==> src/rtl/alu_issue_queue_if.sv <==
// Command/issue bundle between an upstream command source and the ALU issue queue.
interface alu_issue_queue_if #(
    parameter int W  = 16,
    parameter int AW = 2
);
    logic          cmd_valid;
    logic          cmd_ready;
    logic [3:0]    cmd_op;
    logic [W-1:0]  cmd_a;
    logic [W-1:0]  cmd_b;
    logic          issue_en;
    logic          flush;
    logic [3:0]    alu_opcode;
    logic [W-1:0]  alu_input1;
    logic [W-1:0]  alu_input2;
    logic [AW:0]   level;
    logic [15:0]   issue_count;
    logic          err_illegal;
    logic          err_div0;

    modport master (
        output cmd_valid, cmd_op, cmd_a, cmd_b, issue_en, flush,
        input  cmd_ready, alu_opcode, alu_input1, alu_input2, level, issue_count,
               err_illegal, err_div0
    );

    modport slave (
        input  cmd_valid, cmd_op, cmd_a, cmd_b, issue_en, flush,
        output cmd_ready, alu_opcode, alu_input1, alu_input2, level, issue_count,
               err_illegal, err_div0
    );
endinterface

==> src/rtl/alu_issue_queue.sv <==
// Command FIFO feeding the accumulator ALU: screens bad commands at push,
// issues one entry per cycle while running, NOOP when idle/paused, RESET on flush.
//
// state   | meaning
// --------+---------------------------------------------------------------
// S_IDLE  | queue empty, nothing to issue
// S_RUN   | popping one entry per edge
// S_PAUSE | issue_en low (or just filled while low); queue held
// S_FLUSH | queue emptied; RESET driven on the entry edge
module alu_issue_queue #(
    parameter int W     = 16,
    parameter int DEPTH = 4,
    parameter int AW    = 2
) (
    input logic              clk,
    input logic              clear,
    alu_issue_queue_if.slave bus
);
    typedef enum logic [1:0] {S_IDLE, S_RUN, S_PAUSE, S_FLUSH} state_t;

    localparam logic [3:0]  OP_NOOP  = 4'b0000;
    localparam logic [3:0]  OP_DIV   = 4'b0100;
    localparam logic [3:0]  OP_RESET = 4'b1111;
    localparam logic [AW:0] LVL_FULL = (AW+1)'(DEPTH);

    state_t          state_q, state_d;
    logic [3:0]      op_mem_q [DEPTH];
    logic [3:0]      op_mem_d [DEPTH];
    logic [W-1:0]    a_mem_q  [DEPTH];
    logic [W-1:0]    a_mem_d  [DEPTH];
    logic [W-1:0]    b_mem_q  [DEPTH];
    logic [W-1:0]    b_mem_d  [DEPTH];
    logic [AW-1:0]   wr_ptr_q, wr_ptr_d;
    logic [AW-1:0]   rd_ptr_q, rd_ptr_d;
    logic [AW:0]     level_q, level_d;
    logic [3:0]      alu_opcode_q, alu_opcode_d;
    logic [W-1:0]    alu_input1_q, alu_input1_d;
    logic [W-1:0]    alu_input2_q, alu_input2_d;
    logic [15:0]     issue_count_q, issue_count_d;
    logic            err_illegal_q, err_illegal_d;
    logic            err_div0_q, err_div0_d;

    logic            cmd_ready;
    logic            push;
    logic            pop;
    logic            is_illegal;
    logic            is_div0;

    // Handshake, screening and pop decision for this cycle.
    always_comb begin
        // A pop in the same cycle is deliberately ignored so a full queue never accepts.
        cmd_ready  = (level_q != LVL_FULL) && !bus.flush;
        push       = bus.cmd_valid && cmd_ready;
        pop        = (state_q == S_RUN) && (level_q != '0) && !bus.flush;
        is_illegal = (bus.cmd_op >= 4'b1001) && (bus.cmd_op <= 4'b1110);
        is_div0    = (bus.cmd_op == OP_DIV) && (bus.cmd_b == '0);
    end

    // Next-state computation for queue storage, issue registers, counters and FSM.
    always_comb begin
        state_d       = state_q;
        op_mem_d      = op_mem_q;
        a_mem_d       = a_mem_q;
        b_mem_d       = b_mem_q;
        wr_ptr_d      = wr_ptr_q;
        rd_ptr_d      = rd_ptr_q;
        level_d       = level_q;
        alu_opcode_d  = OP_NOOP;
        alu_input1_d  = '0;
        alu_input2_d  = '0;
        issue_count_d = issue_count_q;
        err_illegal_d = err_illegal_q;
        err_div0_d    = err_div0_q;

        if (bus.flush) begin
            wr_ptr_d     = '0;
            rd_ptr_d     = '0;
            level_d      = '0;
            alu_opcode_d = OP_RESET;
            state_d      = S_FLUSH;
        end else begin
            if (push) begin
                if (is_illegal || is_div0) begin
                    op_mem_d[wr_ptr_q] = OP_NOOP;
                    a_mem_d[wr_ptr_q]  = '0;
                    b_mem_d[wr_ptr_q]  = '0;
                end else begin
                    op_mem_d[wr_ptr_q] = bus.cmd_op;
                    a_mem_d[wr_ptr_q]  = bus.cmd_a;
                    b_mem_d[wr_ptr_q]  = bus.cmd_b;
                end
                wr_ptr_d      = wr_ptr_q + AW'(1);
                err_illegal_d = err_illegal_q | is_illegal;
                err_div0_d    = err_div0_q | is_div0;
            end
            if (pop) begin
                alu_opcode_d = op_mem_q[rd_ptr_q];
                alu_input1_d = a_mem_q[rd_ptr_q];
                alu_input2_d = b_mem_q[rd_ptr_q];
                rd_ptr_d     = rd_ptr_q + AW'(1);
                if (op_mem_q[rd_ptr_q] != OP_NOOP) begin
                    issue_count_d = issue_count_q + 16'd1;
                end
            end
            level_d = level_q + {{AW{1'b0}}, push} - {{AW{1'b0}}, pop};

            // Transitions look at the post-edge occupancy.
            case (state_q)
                S_IDLE: begin
                    if (level_d != '0) begin
                        state_d = bus.issue_en ? S_RUN : S_PAUSE;
                    end
                end
                S_RUN: begin
                    if (!bus.issue_en) begin
                        state_d = S_PAUSE;
                    end else if (level_d == '0) begin
                        state_d = S_IDLE;
                    end
                end
                S_PAUSE: begin
                    if (bus.issue_en) begin
                        state_d = (level_d != '0) ? S_RUN : S_IDLE;
                    end
                end
                default: state_d = S_IDLE;
            endcase
        end
    end

    // All state registers; clear forces everything to its idle value.
    always_ff @(posedge clk or posedge clear) begin
        if (clear) begin
            state_q       <= S_IDLE;
            for (int i = 0; i < DEPTH; i++) begin
                op_mem_q[i] <= '0;
                a_mem_q[i]  <= '0;
                b_mem_q[i]  <= '0;
            end
            wr_ptr_q      <= '0;
            rd_ptr_q      <= '0;
            level_q       <= '0;
            alu_opcode_q  <= OP_NOOP;
            alu_input1_q  <= '0;
            alu_input2_q  <= '0;
            issue_count_q <= '0;
            err_illegal_q <= 1'b0;
            err_div0_q    <= 1'b0;
        end else begin
            state_q       <= state_d;
            op_mem_q      <= op_mem_d;
            a_mem_q       <= a_mem_d;
            b_mem_q       <= b_mem_d;
            wr_ptr_q      <= wr_ptr_d;
            rd_ptr_q      <= rd_ptr_d;
            level_q       <= level_d;
            alu_opcode_q  <= alu_opcode_d;
            alu_input1_q  <= alu_input1_d;
            alu_input2_q  <= alu_input2_d;
            issue_count_q <= issue_count_d;
            err_illegal_q <= err_illegal_d;
            err_div0_q    <= err_div0_d;
        end
    end

    assign bus.cmd_ready   = cmd_ready;
    assign bus.alu_opcode  = alu_opcode_q;
    assign bus.alu_input1  = alu_input1_q;
    assign bus.alu_input2  = alu_input2_q;
    assign bus.level       = level_q;
    assign bus.issue_count = issue_count_q;
    assign bus.err_illegal = err_illegal_q;
    assign bus.err_div0    = err_div0_q;
endmodule

==> src/flat_wrapper.sv <==
// flat-port wrapper written by rule: the top's interface ports become plain ports
module alu_issue_queue_flat 
#(
    parameter int W     = 16,
    parameter int DEPTH = 4,
    parameter int AW    = 2
)
  (clk, clear, bus_cmd_valid, bus_cmd_op, bus_cmd_a, bus_cmd_b, bus_issue_en, bus_flush, bus_cmd_ready, bus_alu_opcode, bus_alu_input1, bus_alu_input2, bus_level, bus_issue_count, bus_err_illegal, bus_err_div0);
  alu_issue_queue_if #(.W(W), .AW(AW)) bus_i ();
  input logic clk;
  input logic clear;
  input wire logic [$bits(bus_i.cmd_valid)-1:0] bus_cmd_valid;
  input wire logic [$bits(bus_i.cmd_op)-1:0] bus_cmd_op;
  input wire logic [$bits(bus_i.cmd_a)-1:0] bus_cmd_a;
  input wire logic [$bits(bus_i.cmd_b)-1:0] bus_cmd_b;
  input wire logic [$bits(bus_i.issue_en)-1:0] bus_issue_en;
  input wire logic [$bits(bus_i.flush)-1:0] bus_flush;
  output wire logic [$bits(bus_i.cmd_ready)-1:0] bus_cmd_ready;
  output wire logic [$bits(bus_i.alu_opcode)-1:0] bus_alu_opcode;
  output wire logic [$bits(bus_i.alu_input1)-1:0] bus_alu_input1;
  output wire logic [$bits(bus_i.alu_input2)-1:0] bus_alu_input2;
  output wire logic [$bits(bus_i.level)-1:0] bus_level;
  output wire logic [$bits(bus_i.issue_count)-1:0] bus_issue_count;
  output wire logic [$bits(bus_i.err_illegal)-1:0] bus_err_illegal;
  output wire logic [$bits(bus_i.err_div0)-1:0] bus_err_div0;
  assign bus_i.cmd_valid = bus_cmd_valid;
  assign bus_i.cmd_op = bus_cmd_op;
  assign bus_i.cmd_a = bus_cmd_a;
  assign bus_i.cmd_b = bus_cmd_b;
  assign bus_i.issue_en = bus_issue_en;
  assign bus_i.flush = bus_flush;
  assign bus_cmd_ready = bus_i.cmd_ready;
  assign bus_alu_opcode = bus_i.alu_opcode;
  assign bus_alu_input1 = bus_i.alu_input1;
  assign bus_alu_input2 = bus_i.alu_input2;
  assign bus_level = bus_i.level;
  assign bus_issue_count = bus_i.issue_count;
  assign bus_err_illegal = bus_i.err_illegal;
  assign bus_err_div0 = bus_i.err_div0;
  alu_issue_queue #(.W(W), .DEPTH(DEPTH), .AW(AW)) u_core (.clk(clk), .clear(clear), .bus(bus_i));
endmodule
==> config.mk <==
export PLATFORM = sky130hd
export DESIGN_NAME = alu_issue_queue_flat
export DESIGN_NICKNAME = d
export VERILOG_FILES = /design/src/rtl/alu_issue_queue_if.sv /design/src/rtl/alu_issue_queue.sv /design/src/flat_wrapper.sv
export SDC_FILE = /design/constraint.sdc
export NUM_CORES = 1
export LEC_CHECK = 0
export BUFFER_PORTS_ARGS = -buffer_cell sky130_fd_sc_hd__buf_2
export CORE_UTILIZATION = 30
export DETAILED_ROUTE_END_ITERATION = 10
export HOLD_SLACK_MARGIN = 0.06
export PLACE_DENSITY = 0.5
export SETUP_SLACK_MARGIN = 0.4
export SLEW_MARGIN = 20
export SYNTH_ARGS = -nofsm -noshare
export SYNTH_HDL_FRONTEND = slang
export SYNTH_SLANG_ARGS = --single-unit
==> constraint.sdc <==
create_clock -name clk -period 7.4 [get_ports clk]
set_input_delay 1.11 -clock clk [delete_from_list [all_inputs] [get_ports clk]]
set_output_delay 1.11 -clock clk [all_outputs]
set_load 0.01 [all_outputs]
=== Word-level counts from Yosys, hierarchy flattened ===
Cells that the tools add are included.
W data, S select, Z words.

* Equality and inequality tests: 7
* $add $sub $neg: 5
* Order comparisons: 5
* Bitwise operators: 10
* Reductions and logical operators: 20
* Multiplexer cells: 38

{| class="wikitable"
|+ Operators by type and width
! kind !! number
|-
| $mux W16 || 10
|-
| $and A64 B64 Y64 || 2
|-
| $bwmux W64 || 2
|-
| $mux W64 || 2
|-
| $bmux W16 S2 || 2
|-
| $not A64 Y64 || 1
|-
| $demux W16 S2 || 1
|-
| $mux W2 || 10
|-
| $mux W4 || 5
|-
| $add A16 B1 Y16 const B || 1
|-
| $and A16 B16 Y16 || 1
|-
| $bwmux W16 || 1
|-
| $logic_not A16 Y1 || 1
|-
| $not A16 Y16 || 1
|-
| $bmux W4 S2 || 1
|-
| $demux W4 S2 || 1
|-
| $logic_and A1 B1 Y1 || 7
|-
| $ge A3 B3 Y1 const B || 2
|-
| $ne A3 B3 Y1 const B || 2
|-
| $not A2 Y3 || 2
|-
| $pmux W2 S3 || 1
|-
| $reduce_and A3 Y1 || 2
|-
| $reduce_bool A3 Y1 || 2
|-
| $add A2 B1 Y2 const B || 2
|-
| 21 further kinds || 23
|}

* Word-level logic and storage cells: 107
* Register bits: 207

=== Longest topological paths before layout ===
Gate-level depths: netlist of the first run.

* Depth in word-level cells: 10
* Depth in mapped cells: 12
* Mapped depth without buffers: 11

=== Worst setup path after synthesis of the first run ===
No wires, ideal clock.

* Path type: in2reg
* Start: input port bus_flush
* End: register u_core.state_q[1]
* Setup slack: 3,728 ps
* Library setup time: 133 ps
* Stages on the path: 12
* Arrival time: 3,540 ps
* Data required time: 7,267 ps
* Path through: or3b_2 > nor2_1 > clkbuf_1 > ha_1 > inv_1 > ha_1 > inv_1 > fa_1 > xnor3_1 > nand3b_1 > o31ai_1 > nand2_1

* Cells in the longest elaborated chain, start to end: 8
* Elaborated cells between the ends (all ways): 13

{| class="wikitable"
|+ RTL lines
! item !! line !! RTL
|-
| start: declaration || flat_wrapper.sv:17 || <nowiki>input wire logic [$bits(bus_i.flush)-1:0] bus_flush;</nowiki>
|-
| $logic_not A1 Y1 || alu_issue_queue.sv:52, alu_issue_queue.sv:54 ||
|-
| $logic_and A1 B1 Y1 || alu_issue_queue.sv:52 || <nowiki>cmd_ready = (level_q != LVL_FULL) && !bus.flush;</nowiki>
|-
| $logic_and A1 B1 Y1 || alu_issue_queue.sv:53 || <nowiki>push = bus.cmd_valid && cmd_ready;</nowiki>
|-
| $add A3 B1 Y3 || alu_issue_queue.sv:105 || <nowiki>level_d = level_q + {{AW{1'b0}}, push} - {{AW{1'b0}}, pop};</nowiki>
|-
| $sub A3 B1 Y3 || alu_issue_queue.sv:105 ||
|-
| $logic_not A3 Y1 / $reduce_bool A3 Y1 (equally long branches) || alu_issue_queue.sv:117, alu_issue_queue.sv:110 ||
|-
| $ne A4 B4 Y1 (no line) / $ne A3 B2 Y1 (equally long branches) || n/a ||
|-
| $reduce_and A3 Y1 (no line) || n/a ||
|-
| end signal: assignment || alu_issue_queue.sv:150 || <nowiki>state_q <= state_d;</nowiki>
|-
| end: declaration || alu_issue_queue.sv:26 || <nowiki>state_t state_q, state_d;</nowiki>
|}

Several ways; a longest one is shown, not always the timed one.
A chain may end at the register's enable or synchronous reset.

=== Worst setup path after layout of the first run ===
* Start: input port bus_cmd_op[3]
* End: register u_core.b_mem_q[53] in the netlist's numbering

* Cells in the longest elaborated chain, start to end: 4
* Elaborated cells between the ends (all ways): 7

{| class="wikitable"
|+ RTL lines
! item !! line !! RTL
|-
| start: declaration || flat_wrapper.sv:13 || <nowiki>input wire logic [$bits(bus_i.cmd_op)-1:0] bus_cmd_op;</nowiki>
|-
| $ge A4 B4 Y1 (tied with other cells) || alu_issue_queue.sv:55 || <nowiki>is_illegal = (bus.cmd_op >= 4'b1001) && (bus.cmd_op <= 4'b1110);</nowiki>
|-
| $logic_and A1 B1 Y1 (on tied branches) || alu_issue_queue.sv:55, alu_issue_queue.sv:56 ||
|-
| $logic_or A1 B1 Y1 * || alu_issue_queue.sv:83 || <nowiki>if (is_illegal || is_div0) begin</nowiki>
|-
| $mux W64 * || alu_issue_queue.sv:83 ||
|-
| end signal: assignment || alu_issue_queue.sv:153 || <nowiki>b_mem_q <= b_mem_d;</nowiki>
|-
| end: declaration || alu_issue_queue.sv:31 || <nowiki>logic [W-1:0] b_mem_q [DEPTH];</nowiki>
|}

Mark *: on every way between the ends. The rest lies on a longest branch, timed or not.

==> qor.csv, run 1 <==
metric;value;unit
CTS root buf;clkbuf_16;
Placer Congestion;0.711;
Port Buffer Count;98;
top post-synthesis cells by count;207 x dfrtp_1, 116 x mux2_2, 52 x nand2_1, 37 x inv_1, 36 x mux4_2;
Primary FF master, synth;dfrtp_1;
# rows;63;
setup slack on the worst flop-to-flop path;4.33;ns
Post-synth EDFFs;0;
critical path class;input port to flip-flop;
cell count after synthesis;669;
first-pass GRT wire length;33800;um
Placed Cells incl. Taps;1127;
worst rel slew slack;0.447;
Final min period;3.13;ns
PwrDens;337;nW/um^2
peak supply drop;0.000172;V
GRT Resource Usage Total;0.142;
final std cells w/o fill;1172;
RSZ-0062 raised after global routing;false;
total die area;30900;um^2
hold crit path type;flip-flop to flip-flop;
drt total wl;21200;um
antenna violations before repair;2;
Synth warnings;0;
Synth top area share;0.572;
final hold viol count;0;
clock slew at reported path FFs;0.05;ns
CP Capture Type;flip-flop;
Synth area leader;dfrtp_1;
largest net degree at the start of global routing;77;
vias per cell;4.68;
Vias;5486;
Worst Path Required;7.79;ns
Final Cycle Share;0.423;
Design Area, Final;10700;um^2
final global-route overflow total;0;
synthesized flop and latch total;207;
Area Overhead vs Synth;18.6;%
Syn Area/Cell;13.5;um^2
# DRC;0;
Worst-Margin Slew;0.830;ns
clock latency on the worst-skew pair;0.51;ns
Pwr Total;3.62;mW
Finish-stage setup viols;0;
DP Area;9950;um^2
setup ws final;4.27;ns
Pins Over Slew Limit;0;
Placement Setup Slack;3.75;ns
worst-path maximum fanout;16;
Core Area;29600;um^2
f_max;320;MHz
Starting Density;0.305;
status;finished clean;
num ports;99;
Post-Syn Area;9050;um^2
CTS tree;yes;
post-DR wirelength/cell;18.1;um
CTS Hold Bufs;0;
Post-CTS Resized;0;
ANT nets after route;0;
post-CTS setup buffer count;0;
DRT Pass-1 Iters;4;
H-tree levels;1;
Final Skew;0.00707;ns
clock tree buffer depth;3;
CP Launch Type;input port;
vias in the first global route;5757;
cts bufs inserted;24;
Detailed Place HPWL;12700;um
FFs w/ async S/R, synth;1.00;
Final nets;812;
number of max-cap violations;0;
Critical Path AT;3.51;ns
Area contributors post-synth;dfrtp_1 57%, mux2_2 14%, mux4_2 9.0%;
Die X;176;um
Synth cell types;39;
Chip Height;176;um
most numerous cell in the Yosys netlist;dfrtp_1;
Lkg Pwr;5.08;nW
post-synthesis sequential area ratio;0.572;
share of cells above drive strength 1;0.395;
Setup TNS;0;ns
clock sink total;207;
syn_nets;718;
initial drt markers;230;
-- kinds of logic after synthesis --
logic type | after synthesis | synth area share
muxes | 154 | 0.237
buffers and inverters | 79 | 0.0358
adders and majority gates | 8 | 0.0119
xor gates and xnor gates | 18 | 0.0189
AOI/OAI and AO/OA | 62 | 0.0435
DFF | 207 | 0.572
and+or+nand+nor | 141 | 0.0809
-- state kept, by name (all words and copies together) (netlist names), 3 cells and up --
register	count
u_core.a_mem_q	64
u_core.b_mem_q	64
u_core.bus.alu_input1	16
u_core.bus.alu_input2	16
u_core.bus.alu_opcode	4
u_core.bus.issue_count	16
u_core.bus.level	3
u_core.op_mem_q	16
-- layer usage --
layer | routed length (um) | up-vias | track usage | share of wire
met5 | 0 | - | 0 | 0
met4 | 306 | 0 | 0.0326 | 0.014
met3 | 892 | 20 | 0.0264 | 0.042
met2 | 10100 | 97 | 0.230 | 0.48
met1 | 9920 | 2800 | 0.195 | 0.47
li1 | - | 2569 | - | -
-- worst max-delay path: stages --
cell      delay (ns)
buf_2           0.12
nor4b_1         0.65
and4_1          0.76
buf_4           0.37
a211oi_1        0.18
mux2_2          0.31
-- stage by stage --
stage                     hold slack, ns  utilization
after floorplan                    0.445            -
after global placement             0.456        0.336
after detailed placement           0.468        0.336
after CTS                          0.475        0.362
after global routing               0.504        0.362
final                              0.473        0.362
-- where the power goes --
part	switching, mW	internal, mW
Clock	0.460	0.688
Sequential	0.175	1.49
Combinational	0.337	0.473
-- path summary, 6_finish.rpt --
kind / start / end / cells past startpoint
hold reg to reg: u_core.bus.issue_count[15] / u_core.bus.issue_count[15] / 1
min in group asynchronous: clear / u_core.bus.issue_count[4] / 2
hold / removal: u_core.bus.issue_count[15] / u_core.bus.issue_count[15] / 1
max in group asynchronous: clear / u_core.a_mem_q[0] / 3
setup reg to reg: u_core.rd_ptr_q[0] / u_core.bus.issue_count[1] / 5
setup / recovery: bus_cmd_op[3] / u_core.b_mem_q[53] / 6
-- final cells by class --
class	instances	area, um^2
Antenna cell	2	5.00
Clock buffer	39	748
Clock inverter	4	23.8
Fill cell	2965	18900
Inverter	37	146
Multi-Input combinational cell	383	3560
Sequential cell	207	5180
Tap cell	390	488
Timing Repair Buffer	110	584
-- cell usage in the layout, fill, tap and decap left out, drive strengths merged, types with 5 or more instances in the layout --
cell,netlist,routed
dfrtp,207,207
nand3,12,12
and2,34,34
nand4,12,12
mux4,36,36
a211oi,29,29
clkbuf,27,39
nand2,52,52
o21ai,28,28
ha,7,7
inv,37,37
mux2,117,117
nor2,8,8
xnor2,16,16
nor4,5,5
buf,15,110
Power figures use the tool's default switching activity.
==> inputs of run 2 (changes only) <==
==> constraint.sdc (replaced) <==
create_clock -name clk -period 3.15 [get_ports clk]
set_input_delay 0.4725 -clock clk [delete_from_list [all_inputs] [get_ports clk]]
set_output_delay 0.4725 -clock clk [all_outputs]
set_load 0.01 [all_outputs]
==> run 2 against run 1 <==
Via count up 1.3%. Largest power group unchanged. Clock power up 130%. Non-clock buffer count up 9. Count of clock-buffer cells in the layout down 1. Cell count up 0.60%. Largest cell class unchanged. Power up 140%. Routed wire length down 0.13%. Global-route usage up 0.14 points. Clock skew up 0.0030 ns. Sequential power up 140%.
==> qor.csv, run 2 (synthesis gave the netlist of run 1 again) <==
metric;value;unit;change
status;finished clean;;
Final Skew;0.0101;ns;+0.00300 ns
antenna violations before repair;0;;-2
GRT Resource Usage Total;0.143;;+0.00142
setup ws final;0.595;ns;-3.68 ns
DR WL met3;857;um;-3.9%
r2r worst-path depth;11;;+6
clock sink total;207;;unchanged
Vias;5555;;+1.3%
CP Capture Type;flip-flop;;
CTS root buf;clkbuf_16;;
CP Launch Point;u_core.state_q[1];;
sequential power share;0.459;;about the same
Lkg Pwr;5.13;nW;+0.98%
PwrDens;787;nW/um^2;+130%
initial drt markers;284;;+23%
num ports;99;;unchanged
Placer Congestion;0.742;;+4.4%
hold path cells;3;;+2
top flop regs;u_core.a_mem_q x64, u_core.b_mem_q x64;;
Logic pwr share;0.227;;+0.003
Core Area;29600;um^2;unchanged
DRT Pass-1 Iters;4;;unchanged
Pins Over Slew Limit;0;;unchanged
worst-path maximum fanout;6;;-10
cts bufs inserted;24;;unchanged
Chip Height;176;um;unchanged
Die X;176;um;unchanged
Area Overhead vs Synth;19.9;%;
Critical Path AT;2.95;ns;-0.56 ns
Placement Setup Slack;0.339;ns;-3.41 ns
post-CTS setup buffer count;0;;unchanged
RSZ-0062 raised after global routing;false;;
Worst Path Required;3.55;ns;-4.24 ns
peak supply drop;0.000375;V;+120%
CTS tree;yes;;
# rows;63;;unchanged
Net Sw Frac;0.268;;-0.000604
CTS Hold Bufs;1;;+1
Clock Power Share;0.314;;-0.003
Port Buffer Count;98;;unchanged
Placed Cells incl. Taps;1135;;+0.71%
n_diodes;0;;-2
post-DR wirelength/cell;18.0;um;-0.72%
clock slew at reported path FFs;0.06;ns;about the same
Final Cycle Share;0.811;;
first-pass GRT wire length;34400;um;+1.6%
Starting Density;0.305;;unchanged
drt total wl;21200;um;-0.13%
WL met1;10100;um;+1.8%
H-tree levels;1;;unchanged
share of cells above drive strength 1;0.398;;+0.00310
P_int;6.25;mW;+140%
final std cells w/o fill;1179;;+0.60%
number of max-cap violations;0;;unchanged
met2 WL;9960;um;-1.6%
clock latency on the worst-skew pair;0.51;ns;about the same
# DRC;0;;unchanged
clock tree buffer depth;3;;unchanged
final hold viol count;0;;unchanged
Detailed Place HPWL;12900;um;+2.1%
worst rel slew slack;0.505;;+0.0581
critical path class;flip-flop to flip-flop;;
Final min period;2.55;ns;
CP Launch Type;flip-flop;;
total die area;30900;um^2;unchanged
Worst-Margin Slew;0.741;ns;-0.0887 ns
Final nets;821;;+1.1%
Post-CTS Resized;0;;unchanged
Finish-stage setup viols;0;;unchanged
vias in the first global route;5940;;+3.2%
most common cell after layout, fill and taps aside;dfrtp_1;;
hold crit path type;input port to flip-flop;;
vias per cell;4.71;;+0.66%
ANT nets after route;0;;unchanged
f_max;391;MHz;
leading cell types in the layout, fill and taps excluded;205 x dfrtp_1, 116 x mux2_2, 98 x buf_2;;
largest net degree at the start of global routing;63;;-18%
final global-route overflow total;0;;unchanged
Net Sw Power;2.29;mW;+140%
HP Start;bus_issue_en;;
uppermost routed layer;met4;;
Critical R2R Launch;u_core.state_q[1];;
Pwr Total;8.54;mW;+140%
==> run 2: changes by cell type in the layout (fill, tap and decap cells not counted), moves of 2 or more <==
| cell | delta |
|---|---|
| buf_12 | +5 |
| buf_4 | +4 |
| clkbuf_1 | +3 |
| clkbuf_8 | -4 |
| clkinvlp_4 | +2 |
| diode_2 | -2 |
==> run 2: critical path, cell delays in order, from the launching register on <==
cell      delay, ns
dfrtp_1        0.43
or3b_4         0.43
nor2_4         0.12
ha_1           0.22
inv_1          0.06
ha_1           0.13
inv_1          0.05
fa_1           0.37
xnor3_1        0.23
nand3b_1       0.11
o31ai_1        0.21
nand2_1        0.08
==> run 2: layout make-up <==
class | count | area [um^2]
multi-input cells | 383 | 3570
fillers | 2945 | 18800
repair buffers | 119 | 713
clock inverters | 5 | 52.6
clock buffers | 38 | 704
flip-flops and latches | 207 | 5180
inverters | 37 | 143
well taps | 390 | 488
==> run 2: path summary, 6_finish.rpt <==
check	endpoint	slack [ns]
max	u_core.state_q[1]	0.60
min	u_core.state_q[0]	0.23
max reg2reg	u_core.state_q[1]	0.60
min reg2reg	u_core.bus.err_illegal	0.47
max in group asynchronous	u_core.rd_ptr_q[1]	1.75
min in group asynchronous	u_core.bus.issue_count[5]	0.42
==> run 2: routing by layer <==
layer  GRT usage  vias up
li1            -     2576
met1       0.202     2859
met2       0.230      103
met3      0.0225       17
met4      0.0337        0
met5           0        -
==> run 2: power by group through the flow <==
stage / registers, mW / logic (mW) / clock network (mW)
finish: 3.92 / 1.94 / 2.68
floorplan: 3.85 / 1.55 / 0
detailed placement: 3.96 / 1.98 / 0
global route: 4.04 / 2.14 / 2.87
CTS: 3.92 / 1.98 / 2.76
global placement: 3.95 / 1.94 / 0
==> run 2: per-stage QoR <==
step,TNS [ns],cell area (um^2),hold WS (ns),util
6_report,0,10900,0.227,0.366
5_1_grt,0,10900,0.216,0.366
4_1_cts,0,10900,0.208,0.366
3_5_place_dp,0,10100,0.400,0.340
3_3_place_gp,0,10100,0.400,0.340
2_1_floorplan,-1.81,9080,0.445,-
